===== src/rtl/ddr3_sched_pkg.sv =====
// Shared types and constants for the closed-page DDR3 command scheduler.
// Timing defaults are in CLK cycles; widths match the command SM address bus.
package ddr3_sched_pkg;

    localparam int unsigned BA_W  = 3;
    localparam int unsigned ROW_W = 15;
    localparam int unsigned COL_W = 10;
    localparam int unsigned DQ_W  = 16;

    localparam int unsigned DEF_T_RCD  = 4;
    localparam int unsigned DEF_T_WR   = 6;
    localparam int unsigned DEF_T_RTP  = 4;
    localparam int unsigned DEF_T_RP   = 4;
    localparam int unsigned DEF_T_RFC  = 16;
    localparam int unsigned DEF_T_REFI = 780;

    localparam int unsigned WAIT_W = 16;

    typedef enum logic [3:0] {
        StIdle,
        StAct,
        StWaitRcd,
        StRw,
        StWaitRw,
        StPre,
        StWaitRp,
        StRef,
        StWaitRfc
    } state_e;

    // Loaded in a pulse state so that the following wait state lasts cycles-1 cycles,
    // putting the next pulse exactly 'cycles' after the current one.
    function automatic logic [WAIT_W-1:0] wait_load(input int unsigned cycles);
        return (cycles >= 2) ? WAIT_W'(cycles - 2) : '0;
    endfunction

endpackage


===== src/rtl/ddr3_wait_timer.sv =====
// Loadable down-counter shared by all wait states of the scheduler.
// expired_o is high whenever the count has reached zero.
module ddr3_wait_timer #(
    parameter int unsigned Width = 16
) (
    input  logic             clk_i,
    input  logic             rst_i,
    input  logic             load_i,
    input  logic [Width-1:0] load_value_i,
    output logic             expired_o
);

    logic [Width-1:0] count_q, count_d;

    always_comb begin
        count_d = count_q;
        if (load_i) begin
            count_d = load_value_i;
        end else if (count_q != '0) begin
            count_d = count_q - 1'b1;
        end
    end

    always_ff @(posedge clk_i or posedge rst_i) begin
        if (rst_i) begin
            count_q <= '0;
        end else begin
            count_q <= count_d;
        end
    end

    assign expired_o = (count_q == '0);

endmodule


===== src/rtl/ddr3_cmd_scheduler.sv =====
// Closed-page DDR3 command scheduler: ACT -> READ/WRITE -> PRE sequencing per request,
// with periodic REF insertion that always wins over new host requests.
module ddr3_cmd_scheduler
    import ddr3_sched_pkg::*;
#(
    parameter int unsigned T_RCD  = DEF_T_RCD,
    parameter int unsigned T_WR   = DEF_T_WR,
    parameter int unsigned T_RTP  = DEF_T_RTP,
    parameter int unsigned T_RP   = DEF_T_RP,
    parameter int unsigned T_RFC  = DEF_T_RFC,
    parameter int unsigned T_REFI = DEF_T_REFI
) (
    input  logic             CLK,
    input  logic             RESET,
    input  logic             init_done,
    input  logic             req_valid,
    output logic             req_ready,
    input  logic             req_write,
    input  logic [BA_W-1:0]  req_ba,
    input  logic [ROW_W-1:0] req_row,
    input  logic [COL_W-1:0] req_col,
    input  logic [DQ_W-1:0]  req_wdata,
    output logic             ACT,
    output logic             WRITE,
    output logic             READ,
    output logic             PRE,
    output logic             REF,
    output logic [BA_W-1:0]  BA_in,
    output logic [ROW_W-1:0] Addr_Row,
    output logic [COL_W-1:0] Addr_Column,
    output logic [DQ_W-1:0]  DQ_in,
    output logic             A_10,
    output logic             A_12,
    output logic             Addr_Column_11,
    output logic             done,
    output logic             busy
);

    localparam int unsigned RefiW = (T_REFI > 1) ? $clog2(T_REFI) : 1;

    state_e state_q, state_d;

    logic              write_q;
    logic [BA_W-1:0]   ba_q;
    logic [ROW_W-1:0]  row_q;
    logic [COL_W-1:0]  col_q;
    logic [DQ_W-1:0]   dq_q;

    logic              capture;
    logic              ref_clear;
    logic              timer_load;
    logic [WAIT_W-1:0] timer_value;
    logic              timer_expired;
    logic              rw_has_wait;

    logic [RefiW-1:0]  refi_cnt_q, refi_cnt_d;
    logic              refi_wrap;
    logic              ref_pending_q, ref_pending_d;

    ddr3_wait_timer #(
        .Width(WAIT_W)
    ) u_wait_timer (
        .clk_i       (CLK),
        .rst_i       (RESET),
        .load_i      (timer_load),
        .load_value_i(timer_value),
        .expired_o   (timer_expired)
    );

    assign rw_has_wait = write_q ? (T_WR > 1) : (T_RTP > 1);

    // RESET gating keeps req_ready low while reset is held, whatever init_done does.
    assign req_ready = ~RESET & (state_q == StIdle) & init_done & ~ref_pending_q;

    always_comb begin
        state_d     = state_q;
        capture     = 1'b0;
        ref_clear   = 1'b0;
        timer_load  = 1'b0;
        timer_value = '0;
        unique case (state_q)
            StIdle: begin
                if (init_done && ref_pending_q) begin
                    state_d = StRef;
                end else if (req_valid && req_ready) begin
                    capture = 1'b1;
                    state_d = StAct;
                end
            end
            StAct: begin
                timer_load  = 1'b1;
                timer_value = wait_load(T_RCD);
                state_d     = (T_RCD > 1) ? StWaitRcd : StRw;
            end
            StWaitRcd: begin
                if (timer_expired) state_d = StRw;
            end
            StRw: begin
                timer_load  = 1'b1;
                timer_value = write_q ? wait_load(T_WR) : wait_load(T_RTP);
                state_d     = rw_has_wait ? StWaitRw : StPre;
            end
            StWaitRw: begin
                if (timer_expired) state_d = StPre;
            end
            StPre: begin
                timer_load  = 1'b1;
                timer_value = wait_load(T_RP);
                state_d     = (T_RP > 1) ? StWaitRp : StIdle;
            end
            StWaitRp: begin
                if (timer_expired) state_d = StIdle;
            end
            StRef: begin
                ref_clear   = 1'b1;
                timer_load  = 1'b1;
                timer_value = wait_load(T_RFC);
                state_d     = (T_RFC > 1) ? StWaitRfc : StIdle;
            end
            StWaitRfc: begin
                if (timer_expired) state_d = StIdle;
            end
            default: state_d = StIdle;
        endcase
    end

    // Refresh interval counter; a wrap coinciding with REF keeps the flag set.
    always_comb begin
        refi_wrap     = init_done && (refi_cnt_q == RefiW'(T_REFI - 1));
        refi_cnt_d    = refi_cnt_q;
        if (init_done) begin
            refi_cnt_d = refi_wrap ? '0 : refi_cnt_q + 1'b1;
        end
        ref_pending_d = ref_pending_q;
        if (refi_wrap) begin
            ref_pending_d = 1'b1;
        end else if (ref_clear) begin
            ref_pending_d = 1'b0;
        end
    end

    always_ff @(posedge CLK or posedge RESET) begin
        if (RESET) begin
            state_q       <= StIdle;
            refi_cnt_q    <= '0;
            ref_pending_q <= 1'b0;
        end else begin
            state_q       <= state_d;
            refi_cnt_q    <= refi_cnt_d;
            ref_pending_q <= ref_pending_d;
        end
    end

    always_ff @(posedge CLK or posedge RESET) begin
        if (RESET) begin
            write_q <= 1'b0;
            ba_q    <= '0;
            row_q   <= '0;
            col_q   <= '0;
            dq_q    <= '0;
        end else if (capture) begin
            write_q <= req_write;
            ba_q    <= req_ba;
            row_q   <= req_row;
            col_q   <= req_col;
            dq_q    <= req_wdata;
        end
    end

    assign ACT            = (state_q == StAct);
    assign WRITE          = (state_q == StRw) & write_q;
    assign READ           = (state_q == StRw) & ~write_q;
    assign PRE            = (state_q == StPre);
    assign REF            = (state_q == StRef);
    assign done           = PRE;
    assign busy           = (state_q != StIdle);
    assign BA_in          = ba_q;
    assign Addr_Row       = row_q;
    assign Addr_Column    = col_q;
    assign DQ_in          = dq_q;
    assign A_10           = 1'b0;
    assign A_12           = 1'b0;
    assign Addr_Column_11 = 1'b0;

endmodule


===== config.mk =====
export PLATFORM = sky130hd
export DESIGN_NAME = ddr3_cmd_scheduler
export DESIGN_NICKNAME = d
export VERILOG_FILES = /design/src/rtl/ddr3_sched_pkg.sv /design/src/rtl/ddr3_wait_timer.sv /design/src/rtl/ddr3_cmd_scheduler.sv
export SDC_FILE = /design/constraint.sdc
export NUM_CORES = 1
export LEC_CHECK = 0
export CAP_MARGIN = 20
export CORE_ASPECT_RATIO = 0.6
export CORE_MARGIN = 2
export CORE_UTILIZATION = 25
export CTS_CLUSTER_SIZE = 28
export DETAILED_ROUTE_END_ITERATION = 8
export PLACE_DENSITY_LB_ADDON = 0.3
export SYNTH_ARGS = -nofsm -noshare
export SYNTH_HDL_FRONTEND = slang
export SYNTH_HIERARCHICAL = 1
export SYNTH_SLANG_ARGS = --single-unit
export TNS_END_PERCENT = 10

===== constraint.sdc =====
create_clock -name CLK -period 3.47 [get_ports CLK]
set_clock_uncertainty 0.2 [all_clocks]
set_input_delay 0.347 -clock CLK [delete_from_list [all_inputs] [get_ports CLK]]
set_output_delay 0.347 -clock CLK [all_outputs]
set_load 0.01 [all_outputs]

Word level (Yosys, flattened, before mapping)

Cells that the tools add are included.

Reductions and logical operators: 13
$add $sub $neg: 2
Equality and inequality tests: 13
Bitwise logic cells: 8
Multiplexer cells: 18

Operators by type and width:

| cell                                                | count |
|---|---|
| two-way mux 16 bit                                  | 2 |
| one-hot mux 4 bit (8 select lines)                  | 1 |
| two-way mux 4 bit                                   | 5 |
| equality test 4 x 3 -> 1 bit, second input constant | 4 |
| zero test 16 bit                                    | 1 |
| nonzero test 16 bit                                 | 1 |
| subtractor 16 x 1 -> 16 bit, second input constant  | 1 |
| one-hot mux 4 bit (3 select lines)                  | 1 |
| adder 10 x 1 -> 10 bit, second input constant       | 1 |
| equality test 10 bit, second input constant         | 1 |
| two-way mux 10 bit                                  | 1 |
| equality test 4 x 2 -> 1 bit, second input constant | 2 |
| two-way mux 1 bit                                   | 7 |
| bitwise AND 1 bit                                   | 5 |
| equality test 4 x 1 -> 1 bit, second input constant | 1 |
| equality test 4 bit, second input constant          | 1 |
| zero test 4 bit                                     | 1 |
| != test 2 bit, second input constant                | 2 |
| AND reduction 4 bit                                 | 1 |
| nonzero test 2 bit                                  | 2 |
| nonzero test 4 bit                                  | 1 |
| OR reduction 2 bit                                  | 2 |
| OR reduction 4 bit                                  | 1 |
| logical AND 1 bit                                   | 3 |
| 4 further kinds                                     | 6 |

Output and inout bits: 55
Word-level logic and storage cells: 63
Register bits: 76

Logic depth before layout (Yosys ltp)

Gate-level depths: netlist (run 1).

Depth in word-level cells: 8
Gate-level depth with buffers: 8
Gate-level depth less buffers: 8

Hierarchy

Netlist (run 1), hierarchy kept.

By module, submodules not included:

| module             | times used | seq. area each (um^2) | area an instance (um^2) | cells an instance |
|---|---|---|---|---|
| ddr3_cmd_scheduler | 1          | 1,501.4               | 2,763.9                 | 197 |
| ddr3_wait_timer    | 1          | 400.4                 | 993.5                   | 102 |

Worst setup path before layout (run 1)

Ideal clock, no wire load.

Path type: input -> output
Start: input RESET
End: output req_ready
Arrival: 2.020 ns
Buffers on the path: 0
Slack: 0.903 ns
Cell stages on the path: 2
Data required time: 2.923 ns
Cell sequence: inv_1 -> and4_1

Longest elaborated chain between the ends: 4

RTL lines:

| item                            | line                     | source |
|---|---|---|
| start, declared                 | ddr3_cmd_scheduler.sv:14 | `input logic RESET,` |
| inverter 1 bit                  | ddr3_cmd_scheduler.sv:73 | `assign req_ready = ~RESET & (state_q == StIdle) & init_done & ~ref_pending_q;` |
| bitwise AND 1 bit (3 in series) | ddr3_cmd_scheduler.sv:73 |  |
| end, declared                   | ddr3_cmd_scheduler.sv:17 | `output logic req_ready,` |

No other way between the ends.

Worst setup path in the final report (run 1)

Start: register state_q[3]
End: output READ

Longest elaborated chain between the ends: 2

RTL lines:

| item                         | line                      | source |
|---|---|---|
| start, declared              | ddr3_cmd_scheduler.sv:41  | `state_e state_q, state_d;` |
| start signal, assigned       | ddr3_cmd_scheduler.sv:144 | `state_q <= StIdle;` |
| start signal, assigned       | ddr3_cmd_scheduler.sv:148 | `state_q <= state_d;` |
| equality test 4 x 2 -> 1 bit | ddr3_cmd_scheduler.sv:172 | `assign READ = (state_q == StRw) & ~write_q;` |
| bitwise AND 1 bit            | ddr3_cmd_scheduler.sv:172 |  |
| end, declared                | ddr3_cmd_scheduler.sv:25  | `output logic READ,` |

No other way between the ends.

==> results of run 1 <==
==> critical path: cells and delay by family, from the launching register on <==
kind	cells	cell delay [ps]
and+or+nand+nor	3	490
DFF	1	460
buffers and inverters	3	910
==> worst paths after layout <==
path / start / to / slack (ps) / depth (start not counted)
max: state_q[3]$_DFFE_PP0P_ / READ / 740 / 6
min: RESET / u_wait_timer/count_q[4]$_DFFE_PP0P_ / 290 / 2
max reg2reg: u_wait_timer/count_q[0]$_DFFE_PP0P_ / state_q[1]$_DFFE_PP0P_ / 1030 / 8
min reg2reg: Addr_Row[8]$_DFFE_PP0P_ / Addr_Row[8]$_DFFE_PP0P_ / 300 / 1
max in group asynchronous: RESET / Addr_Row[6]$_DFFE_PP0P_ / 2120 / 3
min in group CLK: Addr_Row[8]$_DFFE_PP0P_ / Addr_Row[8]$_DFFE_PP0P_ / 300 / 1
==> cell families (layout without fill, tap and decap cells) <==
logic type | after synthesis | in the layout
DFF | 76 | 76
muxes | 48 | 48
AOI/OAI and AO/OA | 39 | 39
adders and majority gates | 2 | 2
other | 1 | 16
and+or+nand+nor | 91 | 91
xor gates and xnor gates | 16 | 16
buffers and inverters | 26 | 134
==> cell usage after synthesis, types with 2 or more instances <==
| master | n |
|---|---|
| or4_1 | 2 |
| nor4_4 | 2 |
| nor3_2 | 3 |
| o31ai_1 | 4 |
| a21oi_1 | 11 |
| mux2_2 | 5 |
| nor2b_1 | 4 |
| o211ai_1 | 2 |
| mux2i_1 | 2 |
| inv_1 | 11 |
| nor2_1 | 12 |
| ha_1 | 2 |
| clkbuf_1 | 6 |
| nand3b_1 | 3 |
| and3_1 | 4 |
| mux2_4 | 40 |
| o21ai_1 | 4 |
| nand2b_1 | 4 |
| nor3_1 | 6 |
| buf_4 | 4 |
| nand4_1 | 3 |
| o311ai_0 | 2 |
| a21o_1 | 2 |
| xnor2_1 | 12 |
| a211oi_1 | 3 |
| nand3_1 | 6 |
| xor2_1 | 4 |
| buf_6 | 5 |
| o21ai_0 | 2 |
| or3b_2 | 2 |
| nand2_1 | 28 |
| nor3b_2 | 2 |
| dfrtp_1 | 76 |
==> power breakdown <==
group	internal (mW)	switching, mW	leakage (nW)	total [mW]
Sequential	0.983	0.146	0.990	1.13
Combinational	0.196	0.168	1.28	0.364
Clock	0.496	0.409	0.138	0.905
Total	1.68	0.724	2.41	2.40
==> state kept, by name, summed over array words and instances (netlist names) <==
register	cells
Addr_Column	10
Addr_Row	15
BA_in	3
DQ_in	16
ref_pending_q	1
refi_cnt_q	10
state_q	4
u_wait_timer/count_q	16
write_q	1
==> stage by stage <==
step | instance area, um^2 | std cells | power, mW | utilization
6_report | 5300 | 620 | 2.40 | 0.363
5_1_grt | 5300 | 620 | 2.53 | 0.363
4_1_cts | 5300 | 620 | 2.43 | 0.363
3_5_place_dp | 5020 | 604 | 1.51 | 0.344
3_3_place_gp | 5020 | 604 | 1.50 | 0.344
2_1_floorplan | 3810 | 314 | 1.38 | -
==> routing by layer <==
metal / up-vias / track usage / routed length, um
met3: 11 / 0.0623 / 872
met4: 0 / 0.0306 / 90
met1: 1217 / 0.153 / 4190
li1: 1269 / - / -
met5: - / 0 / 0
met2: 75 / 0.168 / 3730
==> area by class of cell <==
type                    instances  share of cell area
flip-flops and latches         76               0.359
multi-input cells             212               0.332
clock inverters                 7              0.0111
repair buffers                107               0.201
inverters                      11             0.00779
clock buffers                   9              0.0425
well taps                     198              0.0467
==> metrics.md, run 1 <==
| Metric | Value |
|---|---|
| Placement Setup Slack | `a little over 800 ps` |
| Root Buffer Master | `clkbuf_16` |
| Seq/Total Area, Yosys | `0.506` |
| DRC Markers | `0` |
| Critical-path top delay cell | `clkdlybuf4s50_1` |
| Period utilisation layout | `0.786` |
| Synth warn | `6` |
| Mapped cell area | `between 3000 and 4000 um^2` |
| Core area | `between 10,000 and 15,000 um^2` |
| Initial Util | `0.258` |
| Wire length per cell | `14.3 um` |
| Top_reg_cell synth | `dfrtp_1` |
| Mux share of post-synthesis cell area | `0.183` |
| # hold bufs at CTS | `0` |
| Final nets | `468` |
| GP Congestion | `~0.77` |
| Post-DP HPWL | `about 6400 um` |
| Largest family of logic cells by synthesized area | `multiplexers` |
| Die Area | `around 16,000 um^2` |
| GRT Residual Overflow | `0` |
| PwrDens | `roughly 450 nW/um^2` |
| Slew @ Worst Pin | `between 700 and 800 ps` |
| Setup ws final | `about 740 ps` |
| Critical path class | `flop to output pin` |
| Minimum clock period | `2730 ps` |
| Total GRT Usage | `0.117` |
| Top-area cell type share of the netlist area | `0.506` |
| Die Wd | `162 um` |
| Routed vias | `around 2,600` |
| Adder-Cell Fraction of Synth Area | `0.00666` |
| FF+latch count, synth | `76` |
| Storage cell area | `approximately 1900 um^2` |
| Critical Path Start Type | `flop` |
| Worst VDD drop | `between 0.0002 and 0.00025 V` |
| RSZ-0062 raised after global routing | `no` |
| Compound-Gate Fraction of Synth Area | `0.0703` |
| Io pins | `approximately 100` |
| Setup_tns | `0 ps` |
| TritonCTS clock tree | `done` |
| Synth cell types | `54` |
| Drt pass-1 iters | `4` |
| Number of I/O port buffers | `100` |
| Post-route ant nets | `0` |
| Total CTS buffers | `9` |
| Clock slew seen by the registers of the worst setup and hold paths | `around 70 ps` |
| Area leader, netlist | `dfrtp_1` |
| Fraction of layout cells with a size suffix above 1 | `0.204` |
| Post-Synth Simple-Gate Area | `0.156` |
| Lkg Pwr | `around 2.4 nW` |
| Clock sink total | `76` |
| Number of synthesized flops with an enable pin | `0` |
| Ant diodes | `0` |
| Slew Limit Fails | `0` |
| Critical-path maximum fanout | `15` |
| Hold_ws | `between 200 and 300 ps` |
| Worst path cell trace | `nand2b_1, inv_1, buf_4, nand2_1, nor3_1, clkdlybuf4s50_1` |
| Skew-Pair Late Insertion Delay | `around 340 ps` |
| Ranking of synthesized cells by area | `dfrtp_1 (51%), mux2_4 (16%), nand2_1 (2.8%), xnor2_1 (2.8%), buf_6 (1.5%)` |
| First-pass GRT wire length | `between 10,000 and 15,000 um` |
| P&R area growth vs syn | `41.1%` |
| Largest net degree at the start of global routing | `about 60` |
| Syn Inst Count | `about 300` |
| Number of global-route vias before repair | `around 2,800` |
| Worst path required time | `2920 ps` |
| Fmax | `367 MHz` |
| Area of the multi-input gates | `around 1800 um^2` |
| Most common cell after layout, fill and taps aside | `clkdlybuf4s50_1` |
| Most frequent cells in the layout | `clkdlybuf4s50_1 (100), dfrtp_1 (76), mux2_4 (40)` |
| Max Cap Violations | `0` |
| Post-cts sizing count | `0` |
| WP data arrival | `2180 ps` |
| CP max stage delay | `~580 ps` |
| Worst setup EP type | `output pin` |
| Post-synthesis xor/xnor area fraction | `0.0373` |
| Setup violators final | `0` |
| Fillers | `~1,400` |
| H-tree levels | `3` |
| Site Rows | `34` |
| Initial antenna violation count | `0` |
| DRT Wirelength | `roughly 8900 um` |
| Ys async rst share | `1.00` |
| Hold Violations, Final | `0` |
| Status | `finished, final reports clean` |
| Rel. slew slack | `0.490` |
| DR iter-0 viols | `103` |
| Via density | `about 4.1` |
| Die height | `99.0 um` |
| Synth Area per Inst | `12.6 um^2` |
| Class of the worst hold path | `primary input to async pin` |
| Clock buffer depth | `2` |
| Post-CTS Setup Bufs | `0` |
Power figures use the tool's default switching activity.
==> inputs of run 2 (changes only) <==
==> constraint.sdc (replaced) <==
create_clock -name CLK -period 2.7 [get_ports CLK]
set_clock_uncertainty 0.2 [all_clocks]
set_input_delay 0.27 -clock CLK [delete_from_list [all_inputs] [get_ports CLK]]
set_output_delay 0.27 -clock CLK [all_outputs]
set_load 0.01 [all_outputs]
==> run 2 against run 1 <==
Against the previous run:
- global-route usage hardly changed
- sequential power is 27% higher
- die area stayed put
- non-clock buffer count is 1 lower
- sequential share of layout area hardly changed
- cell area hardly changed
- count of clock-buffer cells in the layout stayed put
- flip-flop and latch count stayed put
- combinational power is 30% higher
- critical path depth is 2 lower
==> metrics.md, run 2 (same netlist as run 1, synthesis figures left out) <==
| Metric | Value |
|---|---|
| Status | `finished, final reports clean (unchanged)` |
| Die Area | `16,100 um^2 (unchanged)` |
| Reg2Reg Depth | `8 (unchanged)` |
| Root Buffer Master | `clkbuf_16 (unchanged)` |
| Post-layout util | `0.364 (was 0.363)` |
| # hold bufs at CTS | `0 (unchanged)` |
| Total GRT Usage | `0.116 (was 0.117)` |
| Post-route ant nets | `0 (unchanged)` |
| TritonCTS clock tree | `done (unchanged)` |
| Lkg Pwr | `2.41 nW (about the same)` |
| GP Congestion | `0.725 (was 0.768)` |
| Critical Path Start Type | `flop (unchanged)` |
| DRC Markers | `0 (unchanged)` |
| Class of the worst hold path | `primary input to async pin (unchanged)` |
| Hold Violations, Final | `0 (unchanged)` |
| P&R area growth vs syn | `41.2% (was 41.1%)` |
| Initial Util | `0.258 (unchanged)` |
| Fraction of layout cells with a size suffix above 1 | `0.202 (was 0.204)` |
| First-pass GRT wire length | `14,600 um (about the same)` |
| Largest net degree at the start of global routing | `61 (unchanged)` |
| Most frequent cells in the layout | `clkdlybuf4s50_1 (100), dfrtp_1 (76), mux2_4 (40) (unchanged)` |
| Routed vias | `2,596 (was 2,572)` |
| Die Wd | `162 um (unchanged)` |
| DR iter-0 viols | `108 (was 103)` |
| PwrDens | `601 nW/um^2 (was 452 nW/um^2)` |
| Fmax | `395 MHz` |
| Io pins | `104 (unchanged)` |
| WP data arrival | `2060 ps (was 2180 ps)` |
| RSZ-0062 raised after global routing | `no (unchanged)` |
| Ant diodes | `0 (unchanged)` |
| Clock slew seen by the registers of the worst setup and hold paths | `70 ps (about the same)` |
| Worst setup EP type | `output pin (unchanged)` |
| Initial antenna violation count | `0 (unchanged)` |
| Wire length per cell | `14.1 um (was 14.3 um)` |
| Post-CTS Setup Bufs | `0 (unchanged)` |
| GRT Residual Overflow | `0 (unchanged)` |
| Worst path required time | `2230 ps (was 2920 ps)` |
| Post-DP HPWL | `6240 um (was 6410 um)` |
| Slew @ Worst Pin | `781 ps (was 766 ps)` |
| Post-cts sizing count | `0 (unchanged)` |
| Worst VDD drop | `0.000328 V (was 0.000227 V)` |
| Most common cell after layout, fill and taps aside | `clkdlybuf4s50_1 (unchanged)` |
| Final nets | `467 (was 468)` |
| Final Cell Area | `5310 um^2 (was 5300 um^2)` |
| DRT Wirelength | `8700 um (was 8890 um)` |
| Core area | `14,600 um^2 (unchanged)` |
| Site Rows | `34 (unchanged)` |
| Drt pass-1 iters | `6 (was 4)` |
| Number of global-route vias before repair | `2,758 (was 2,782)` |
| Setup ws final | `171 ps (was 742 ps)` |
| Setup violators final | `0 (unchanged)` |
| Total CTS buffers | `9 (unchanged)` |
| Period utilisation layout | `0.937` |
| Number of I/O port buffers | `100 (unchanged)` |
| Skew-Pair Late Insertion Delay | `340 ps (about the same)` |
| Slew Limit Fails | `0 (unchanged)` |
| Via density | `4.19 (was 4.15)` |
| Placement Setup Slack | `267 ps (was 818 ps)` |
| Critical path class | `flop to output pin (unchanged)` |
| H-tree levels | `3 (unchanged)` |
| Clock buffer depth | `2 (unchanged)` |
| Setup_tns | `0 ps (unchanged)` |
| Rel. slew slack | `0.479 (was 0.490)` |
| Max Cap Violations | `0 (unchanged)` |
| Critical-path maximum fanout | `11 (was 15)` |
| Minimum clock period | `approximately 2500 ps` |
| DP Area | `5000 um^2 (was 5020 um^2)` |
| Die height | `99.0 um (unchanged)` |
| Fillers | `1,436 (was 1,402)` |
| Clock sink total | `76 (unchanged)` |
## run 2: worst max-delay path: stages, from the launching register on
cell	delay [ps]
dfrtp_1	450
nand2b_1	200
inv_1	230
and3_1	270
clkdlybuf4s50_1	570
## run 2: cell type report
type,instances,area (um^2),area share
Clock buffer,9,225,0.0424
Clock inverter,7,82.6,0.0156
Inverter,11,41.3,0.00778
Multi-Input combinational cell,212,1760,0.332
Sequential cell,76,1900,0.358
Tap cell,198,248,0.0467
Timing Repair Buffer,106,1050,0.197
## run 2: report_power, final
| part | leakage (nW) | total [mW] | switching [mW] | internal, mW |
|---|---|---|---|---|
| Sequential | 0.990 | 1.44 | 0.181 | 1.26 |
| Combinational | 1.27 | 0.472 | 0.220 | 0.252 |
| Clock | 0.150 | 1.27 | 0.536 | 0.735 |
## run 2: worst paths after layout
check / slack (ps) / startpoint / to
max reg2reg: 230 / u_wait_timer/count_q[0]$_DFFE_PP0P_ / state_q[1]$_DFFE_PP0P_
max: 170 / state_q[3]$_DFFE_PP0P_ / REF
min reg2reg: 310 / Addr_Row[10]$_DFFE_PP0P_ / Addr_Row[10]$_DFFE_PP0P_
min: 220 / RESET / u_wait_timer/count_q[7]$_DFFE_PP0P_
min in group CLK: 310 / Addr_Row[10]$_DFFE_PP0P_ / Addr_Row[10]$_DFFE_PP0P_
max in group asynchronous: 1420 / RESET / DQ_in[10]$_DFFE_PP0P_
## run 2: per-stage QoR
stage,power [mW],std cells,hold WS (ps)
4_1_cts,3.24,619,231
2_1_floorplan,1.78,314,-16.3
6_report,3.19,619,217
3_5_place_dp,1.94,603,291
5_1_grt,3.37,619,298
3_3_place_gp,1.93,603,288
## run 2: per-layer routing
metal  track usage  part of all wire  vias up
met5             0                 0        -
met4        0.0347            0.0097        0
met3        0.0568             0.090        7
met2         0.172              0.43       70
met1         0.151              0.47     1241
li1              -                 -     1278
==> inputs of run 3 (changes only) <==
--- a/config.mk
+++ b/config.mk
@@ -11,7 +11,6 @@
 export CORE_UTILIZATION = 25
 export CTS_CLUSTER_SIZE = 28
 export DETAILED_ROUTE_END_ITERATION = 8
-export PLACE_DENSITY_LB_ADDON = 0.3
 export SYNTH_ARGS = -nofsm -noshare
 export SYNTH_HDL_FRONTEND = slang
 export SYNTH_HIERARCHICAL = 1
==> run 3 against run 2 <==
Against the previous run:
- sequential power about the same
- utilization decreased by 0.28 points
- final cell count decreased by 0.16%
- via count increased by 1.2%
- sequential share of layout area increased by 0.28 points
- power decreased by 5.6%
- cell area decreased by 0.78%
- register-to-register slack improved by 70 ps
- largest power group unchanged
==> metrics.md, run 3 (same netlist as run 1, synthesis figures left out) <==
| Metric | Value |
|---|---|
| Flop pwr share | `0.484 (was 0.453)` |
| Initial Util | `0.258 (unchanged)` |
| Total GRT Usage | `0.115 (was 0.116)` |
| P&R area growth vs syn | `40.1% (was 41.2%)` |
| Rel. slew slack | `0.493 (was 0.479)` |
| Post-CTS Setup Bufs | `0 (unchanged)` |
| Hold_ws | `282 ps (was 217 ps)` |
| Met3 Usage GRT | `0.0539 (was 0.0568)` |
| Lkg Pwr | `2.39 nW (was 2.41 nW)` |
| Sw Pwr | `0.873 mW (was 0.936 mW)` |
| Core area | `14,600 um^2 (unchanged)` |
| Fraction of layout cells with a size suffix above 1 | `0.195 (was 0.202)` |
| Fmax | `389 MHz (was 395 MHz)` |
| GP Congestion | `0.808 (was 0.725)` |
| Number of I/O port buffers | `100 (unchanged)` |
| DRT Wirelength | `8730 um (was 8700 um)` |
| Root Buffer Master | `clkbuf_16 (unchanged)` |
| Storage cell area | `1900 um^2 (unchanged)` |
| Site Rows | `34 (unchanged)` |
| Initial antenna violation count | `0 (unchanged)` |
| DRC Markers | `0 (unchanged)` |
| Die height | `99.0 um (unchanged)` |
| Hold Violations, Final | `0 (unchanged)` |
| Worst VDD drop | `0.000288 V (was 0.000328 V)` |
| Final nets | `466 (was 467)` |
| Die Wd | `162 um (unchanged)` |
| Clock slew seen by the registers of the worst setup and hold paths | `60 ps (was 70 ps)` |
| Most frequent cells in the layout | `clkdlybuf4s50_1 (100), dfrtp_1 (76), mux2_4 (40) (unchanged)` |
| Post-Place Cells | `602 (was 603)` |
| PwrDens | `571 nW/um^2 (was 601 nW/um^2)` |
| Fillers | `1,397 (was 1,436)` |
| Clock buffer depth | `2 (unchanged)` |
| Setup ws final | `126 ps (was 171 ps)` |
| Pint | `2.14 mW (was 2.25 mW)` |
| Status | `finished, final reports clean (unchanged)` |
| Global routing usage on met2 | `0.167 (was 0.172)` |
| Wire length per cell | `14.1 um (about the same)` |
| Reg2reg setup slack | `300 ps (was 230 ps)` |
| Io pins | `104 (unchanged)` |
| Routed vias | `2,628 (was 2,596)` |
| Total CTS buffers | `9 (unchanged)` |
| Post-route ant nets | `0 (unchanged)` |
| Die Area | `16,100 um^2 (unchanged)` |
| # hold bufs at CTS | `0 (unchanged)` |
| Post-DP HPWL | `6450 um (was 6240 um)` |
| Clock sink total | `76 (unchanged)` |
| Most common cell after layout, fill and taps aside | `clkdlybuf4s50_1 (unchanged)` |
| TritonCTS clock tree | `done (unchanged)` |
| Drt pass-1 iters | `4 (was 6)` |
| First-pass GRT wire length | `14,500 um (was 14,600 um)` |
| Combinational Power Share | `0.159 (was 0.148)` |
| Layout Cells excl Fill | `618 (was 619)` |
| Slew Limit Fails | `0 (unchanged)` |
| Via density | `4.25 (was 4.19)` |
| Slew @ Worst Pin | `760 ps (was 781 ps)` |
| Max Cap Violations | `0 (unchanged)` |
| Number of global-route vias before repair | `2,785 (was 2,758)` |
| Critical path class | `flop to output pin (unchanged)` |
| Post-cts sizing count | `0 (unchanged)` |
| GRT busiest layer | `met2 (unchanged)` |
| Critical-path maximum fanout | `6 (was 11)` |
| Met1 Usage GRT | `0.151 (about the same)` |
| Critical Path Start Type | `flop (unchanged)` |
| GRT Residual Overflow | `0 (unchanged)` |
| Largest net degree at the start of global routing | `61 (unchanged)` |
| WP data arrival | `2100 ps (was 2060 ps)` |
| Switching Fraction | `0.290 (was 0.294)` |
| Placement Setup Slack | `306 ps (was 267 ps)` |
| DR iter-0 viols | `73 (was 108)` |
| Ant diodes | `0 (unchanged)` |
| Setup_tns | `0 ps (unchanged)` |
| Skew-Pair Late Insertion Delay | `330 ps (was 340 ps)` |
| Reg2Reg Depth | `8 (unchanged)` |
| Clock power frac | `0.357 (was 0.399)` |
| Worst setup EP type | `output pin (unchanged)` |
| Crit Reg-Reg Endpoint | `state_q[1]$_DFFE_PP0P_ (unchanged)` |
| Area of the multi-input gates | `1760 um^2 (unchanged)` |
| Class of the worst hold path | `primary input to async pin (unchanged)` |
| Period utilisation layout | `0.953 (was 0.937)` |
| RSZ-0062 raised after global routing | `no (unchanged)` |
| Worst path required time | `2230 ps (about the same)` |
| Critical R2R Launch | `u_wait_timer/count_q[0]$_DFFE_PP0P_ (unchanged)` |
| H-tree levels | `3 (unchanged)` |
| Setup violators final | `0 (unchanged)` |
| Minimum clock period | `2570 ps (was 2530 ps)` |
## run 3: power by group through the flow
stage               Clock (mW)  Combinational [mW]  Sequential, mW
floorplan                    0               0.346            1.43
global placement             0               0.465            1.47
detailed placement           0               0.478            1.47
CTS                       1.12               0.481            1.45
global route              1.16               0.541            1.47
finish                    1.08               0.477            1.46
## run 3: worst max-delay path by stage
stage | depth (start not counted) | to | startpoint
after floorplan | 2 | req_ready | RESET
final | 5 | READ | state_q[3]$_DFFE_PP0P_
after global routing | 5 | READ | state_q[3]$_DFFE_PP0P_
after CTS | 5 | READ | state_q[3]$_DFFE_PP0P_
after detailed placement | 8 | state_q[1]$_DFFE_PP0P_ | u_wait_timer/count_q[0]$_DFFE_PP0P_
after global placement | 8 | state_q[1]$_DFFE_PP0P_ | u_wait_timer/count_q[0]$_DFFE_PP0P_
## run 3: through the flow
| step | power (mW) | util | area, um^2 |
|---|---|---|---|
| detailed placement | 1.95 | 0.343 | 5000 |
| CTS | 3.05 | 0.361 | 5270 |
| global placement | 1.93 | 0.343 | 5000 |
| global route | 3.18 | 0.361 | 5270 |
| finish | 3.01 | 0.361 | 5270 |
| floorplan | 1.78 | - | 3810 |
## run 3: final cells by class
cell class | count | share of cell area
clock inverter | 5 | 0.00547
timing repair buffer | 105 | 0.200
multi-input combinational | 212 | 0.335
inverter | 11 | 0.00784
tap | 198 | 0.0471
sequential | 76 | 0.361
clock buffer | 11 | 0.0442
## run 3: critical path: stages, from the launching register on
cell and delay, ps:
dfrtp_1 460, nand2b_1 210, inv_1 130, nand2_1 90
nor3_1 280, clkdlybuf4s50_1 600
## run 3: metal layers
metal,vias to the layer above,share of wire
met2,84,0.44
met5,-,0
met3,12,0.090
met4,0,0.015
li1,1272,-
met1,1260,0.46
==> patch 1, RTL diff (settings of run 2) <==
Compare `refi_cnt_q` against `RefiW'(T_REFI - 1)` with >= in place of ==.
--- a/src/rtl/ddr3_cmd_scheduler.sv
+++ b/src/rtl/ddr3_cmd_scheduler.sv
@@ -128,3 +128,3 @@
     always_comb begin
-        refi_wrap     = init_done && (refi_cnt_q == RefiW'(T_REFI - 1));
+        refi_wrap     = init_done && (refi_cnt_q >= RefiW'(T_REFI - 1));
         refi_cnt_d    = refi_cnt_q;
Check against the original RTL: same outputs for any inputs over 10 cycles, from zero or initial values and one cycle with RESET high; that may be too few to reach the edited logic, so the function may still have changed.
==> patch 1 against run 2 <==
  * Power grew 3.5%
  * Sequential cell count is the same
  * Synthesized area shrank 1.4%
  * Worst setup slack gained 0.018 ns
  * Sequential share of layout area shrank 0.28 points
  * Cell area grew 0.85%
  * Routed wire length shrank 4.0%
  * Critical path type unchanged
  * Largest power group unchanged
==> patch 1: results (changes against run 2) <==
The global-route usage over all layers is 11.1% (was 11.6%). The count of cells along the worst register-to-register path came out at 7 (was 8). The worst reg2reg path endpoint is u_wait_timer/count_q[1] (was state_q[1]). The sequential cell area fraction in the yosys report is 51.4% (was 50.6%).

The wire length of the first global-routing pass came out at 13900 µm (was 14600 µm). The worst setup path endpoint is WRITE (was REF). The async set-reset flop share out of synthesis is 100% (unchanged).

The count of buffers inserted at the top-level ports is 100 (unchanged). The maximum buffer depth of the clock tree is 2 (unchanged). The number of search-and-repair iterations in the first detailed-routing pass came to 6 (unchanged).

The minimum setup slack among reg-to-reg paths came out at 0.52 ns (was 0.23 ns). The arrival time at the worst endpoint came out at 2.04 ns (was 2.06 ns). The first-iteration detailed-routing DRC count is 122 (was 108). Synth top cells by count: dfrtp_1 (76), mux2_4 (40), nand2_1 (26) (was dfrtp_1 (76), mux2_4 (40), nand2_1 (28)). Clock-pin slew was measured on the worst setup and hold paths at 0.06 ns. The count of distinct cell types in the synthesized netlist came out at 50 (was 54). The pin count of the biggest net entering global routing came out at 61 (unchanged).

The clock insertion delay at the later pin of the skew report came out at 0.33 ns. The global placer's final weighted congestion is 0.791 (was 0.725). The dominant synthesized flop cell is dfrtp_1 (unchanged). The critical register-to-register path startpoint was u_wait_timer/count_q[0] (unchanged). The net count reported at finish came out at 468 (was 467).

The fraction of synthesized area in multiplexers is 18.6% (was 18.3%). The fraction of the mapped netlist area in compound gates is 7.77% (was 7.03%). The start point of the critical path is state_q[3] (unchanged). The root cell of the clock tree is clkbuf_16 (unchanged). The leakage component of the power is 2.48 nW (was 2.41 nW).

The count of vias placed by the detailed router is 2565 (was 2596). Outcome: complete, no violations (unchanged). The number of warnings reported in the yosys synthesis log is 6 (unchanged). The peak ir drop on the vdd network is 0.341 mV (was 0.328 mV). The total clock buffers created by CTS came to 9 (unchanged). The synthesized-area fraction occupied by xor and xnor cells is 3.31% (was 3.73%).

The fraction of layout instances using a drive strength above 1 was 20.4% (was 20.2%). The post-detailed-placement cell area is 0.00499 mm² (was 0.00500 mm²). The H-tree depth came out at 3 (unchanged).

The wire length after detailed routing is 8360 µm (was 8700 µm). The number of antenna violations at the first check in global routing is 0 (unchanged). The count of antenna diodes in the layout came out at 0 (unchanged). Area contributors post-synth: dfrtp_1 (51%), mux2_4 (16%), nand2_1 (2.6%) (was dfrtp_1 (51%), mux2_4 (16%), nand2_1 (2.8%)).

The worst min-delay path class is in -> async (unchanged). The adder-cell share of the synthesized area is 0.676% (was 0.666%). The worst slew margin relative to its limit is 57.8% (was 47.9%). The total of cells resized after clock tree synthesis came out at 0 (unchanged).

The post-CTS setup repair buffer count came out at 0 (unchanged). The largest fanout on the critical path came out at 13 (was 11). The detailed placement HPWL is 5740 µm (was 6240 µm).
==> patch 1: through the flow <==
stage	std cells	setup WS (ns)
2_1_floorplan	312	0.615
3_3_place_gp	604	0.504
3_5_place_dp	604	0.471
4_1_cts	620	0.0767
5_1_grt	620	0.00706
6_report	620	0.189
==> patch 1: where the power goes <==
part	internal, W	switching, W	leakage [nW]	total [W]
sequential	0.00126	0.000177	0.998	0.00144
clock	0.000910	0.000488	0.170	0.00140
combinational	0.000248	0.000215	1.31	0.000463
==> patch 1: final cells by class <==
| class | count | area [µm²] |
|---|---|---|
| timing repair buffer | 108 | 1090 |
| sequential | 76 | 1900 |
| clock buffer | 9 | 225 |
| tap | 198 | 248 |
| fill | 1431 | 9110 |
| inverter | 12 | 45.0 |
| multi-input combinational | 210 | 1720 |
| clock inverter | 7 | 121 |
==> patch 1: kinds of logic after synthesis <==
kind of cell | Yosys count
AO/OA/AOI/OAI | 47
XOR/XNOR | 14
adder cells (fa/ha/maj) | 2
buffers and inverters | 26
flip-flops | 76
multiplexers | 48
other | 1
AND/OR/NAND/NOR | 83
==> patch 1: worst max-delay path, stage by stage, from the launching register on <==
cell             delay, ns
dfrtp_1               0.45
nand2b_1              0.21
inv_1                 0.12
buf_4                 0.20
nand2_1               0.10
nor2_1                0.09
clkdlybuf4s50_1       0.54
==> patch 1: worst min path at each step <==
| stage | from | to | slack (ns) |
|---|---|---|---|
| CTS | RESET | DQ_in[11] | 0.21 |
| finish | RESET | write_q | 0.23 |
| global route | RESET | DQ_in[15] | 0.28 |
| detailed placement | DQ_in[11] | DQ_in[11] | 0.29 |
| global placement | Addr_Row[0] | Addr_Row[0] | 0.29 |
| floorplan | RESET | u_wait_timer/count_q[0] | -0.02 |
==> patch 1: layer usage <==
layer  vias to the layer above  global-route usage, %  part of all wire, %
li1                       1263                      -                    -
met1                      1231                   15.7                   51
met2                        61                   16.2                   43
met3                        10                   3.19                  4.2
met4                         0                   3.91                  1.4
met5                         -                      0                    0
==> patch 2, RTL diff (flow settings as in run 2) <==
Without the edit above. Set the package constant `WAIT_W` to 20 (it was 16).
--- a/src/rtl/ddr3_sched_pkg.sv
+++ b/src/rtl/ddr3_sched_pkg.sv
@@ -16,3 +16,3 @@
 
-    localparam int unsigned WAIT_W = 16;
+    localparam int unsigned WAIT_W = 20;
 
Behaviour: no difference found for any inputs over 10 cycles, from zero or initial values and one cycle with RESET high; that may be too few to reach the edited logic, so the function may still have changed.
==> patch 2 against run 2 <==
  * Power grew 7.1%
  * First-iteration DRC count shrank 9.3%
  * Sequential cell count rose by 4
  * Critical path type unchanged
  * Clock power rose by 5%
  * Die area is 8.9% higher
  * Synthesized area is 9.2% higher
  * Highest routed layer unchanged
  * Critical path depth grew 1
  * Global-route usage shrank 0.56 points
  * Routed wire length up 8.3%
  * Cell area rose by 7.7%
  * Register-to-register slack gained 0.27 ns
  * Worst setup slack gained 0.065 ns
==> patch 2: results (changes against run 2) <==
The number of fill cells in the layout is 1598 (was 1436). Synth top cells by count: dfrtp_1 (80), mux2_4 (40), nand2_1 (28) (was dfrtp_1 (76), mux2_4 (40), nand2_1 (28)). The wire length after detailed routing came out at 9430 µm (was 8700 µm).

The first-iteration detailed-routing DRC count was 98 (was 108). The post-detailed-placement cell area is 0.00539 mm² (was 0.00500 mm²). The global placer's final weighted congestion was 0.793 (was 0.725). The pre-CTS worst setup slack is 0.481 ns (was 0.267 ns). The internal power contribution is 0.00245 W (was 0.00225 W).

The fraction of layout instances using a drive strength above 1 came out at 18.9% (was 20.2%). The arrival time at the worst endpoint came out at 1.99 ns (was 2.06 ns). Outcome: complete, no violations (unchanged). The fraction of synthesized area in multiplexers is 16.3% (was 18.3%). The met2 track demand over resource came out at 14.5% (was 17.2%). The count of distinct cell types in the synthesized netlist came out at 59 (was 54).

The worst-margin pin slew is 0.807 ns (was 0.781 ns). The count of vias placed by the detailed router was 2944 (was 2596). The reported net switching power is 0.000966 W (was 0.000936 W).

The fraction of the mapped netlist area in compound gates is 8.54% (was 7.03%). The highest clock rate is 0.406 GHz (was 0.395 GHz). The met1 wire length is 5080 µm (was 4090 µm). The power of the sequential group came out at 0.00154 W (was 0.00144 W). The worst setup path endpoint is READ (was REF). The proportion of power drawn by the clock network came out at 38.8% (was 39.9%). The number of search-and-repair iterations in the first detailed-routing pass came to 4 (was 6).

The leakage component of the power came to 2.52 nW (was 2.41 nW). The count of cells along the worst register-to-register path is 6 (was 8). The critical register-to-register path startpoint is u_wait_timer/count_q[16] (was u_wait_timer/count_q[0]). The adder-cell share of the synthesized area came out at 0.915% (was 0.666%).
## patch 2: changes by cell type in the layout (fill, tap and decap cells not counted), sizes merged, moves of 5 or more
cell,before,now
o31ai,4,15
xor2,4,10
nor4,2,7
xnor2,12,7
## patch 2: critical path: cells and delay by family, from the launching register on
kind | cells | cell delay (ns)
buffers and inverters | 2 | 0.73
flip-flops | 1 | 0.46
AND/OR/NAND/NOR | 3 | 0.48
## patch 2: layout make-up
| class | count | share of cell area, % |
|---|---|---|
| flip-flops and latches | 80 | 35.0 |
| clock buffers | 11 | 4.25 |
| inverters | 14 | 0.920 |
| well taps | 209 | 4.58 |
| multi-input cells | 246 | 34.8 |
| clock inverters | 5 | 1.40 |
| repair buffers | 110 | 19.1 |
## patch 2: stage by stage
step                util [%]  std cells
global route            35.4        675
CTS                     35.4        675
global placement        33.4        659
detailed placement      33.4        659
floorplan                  -        359
finish                  35.4        675
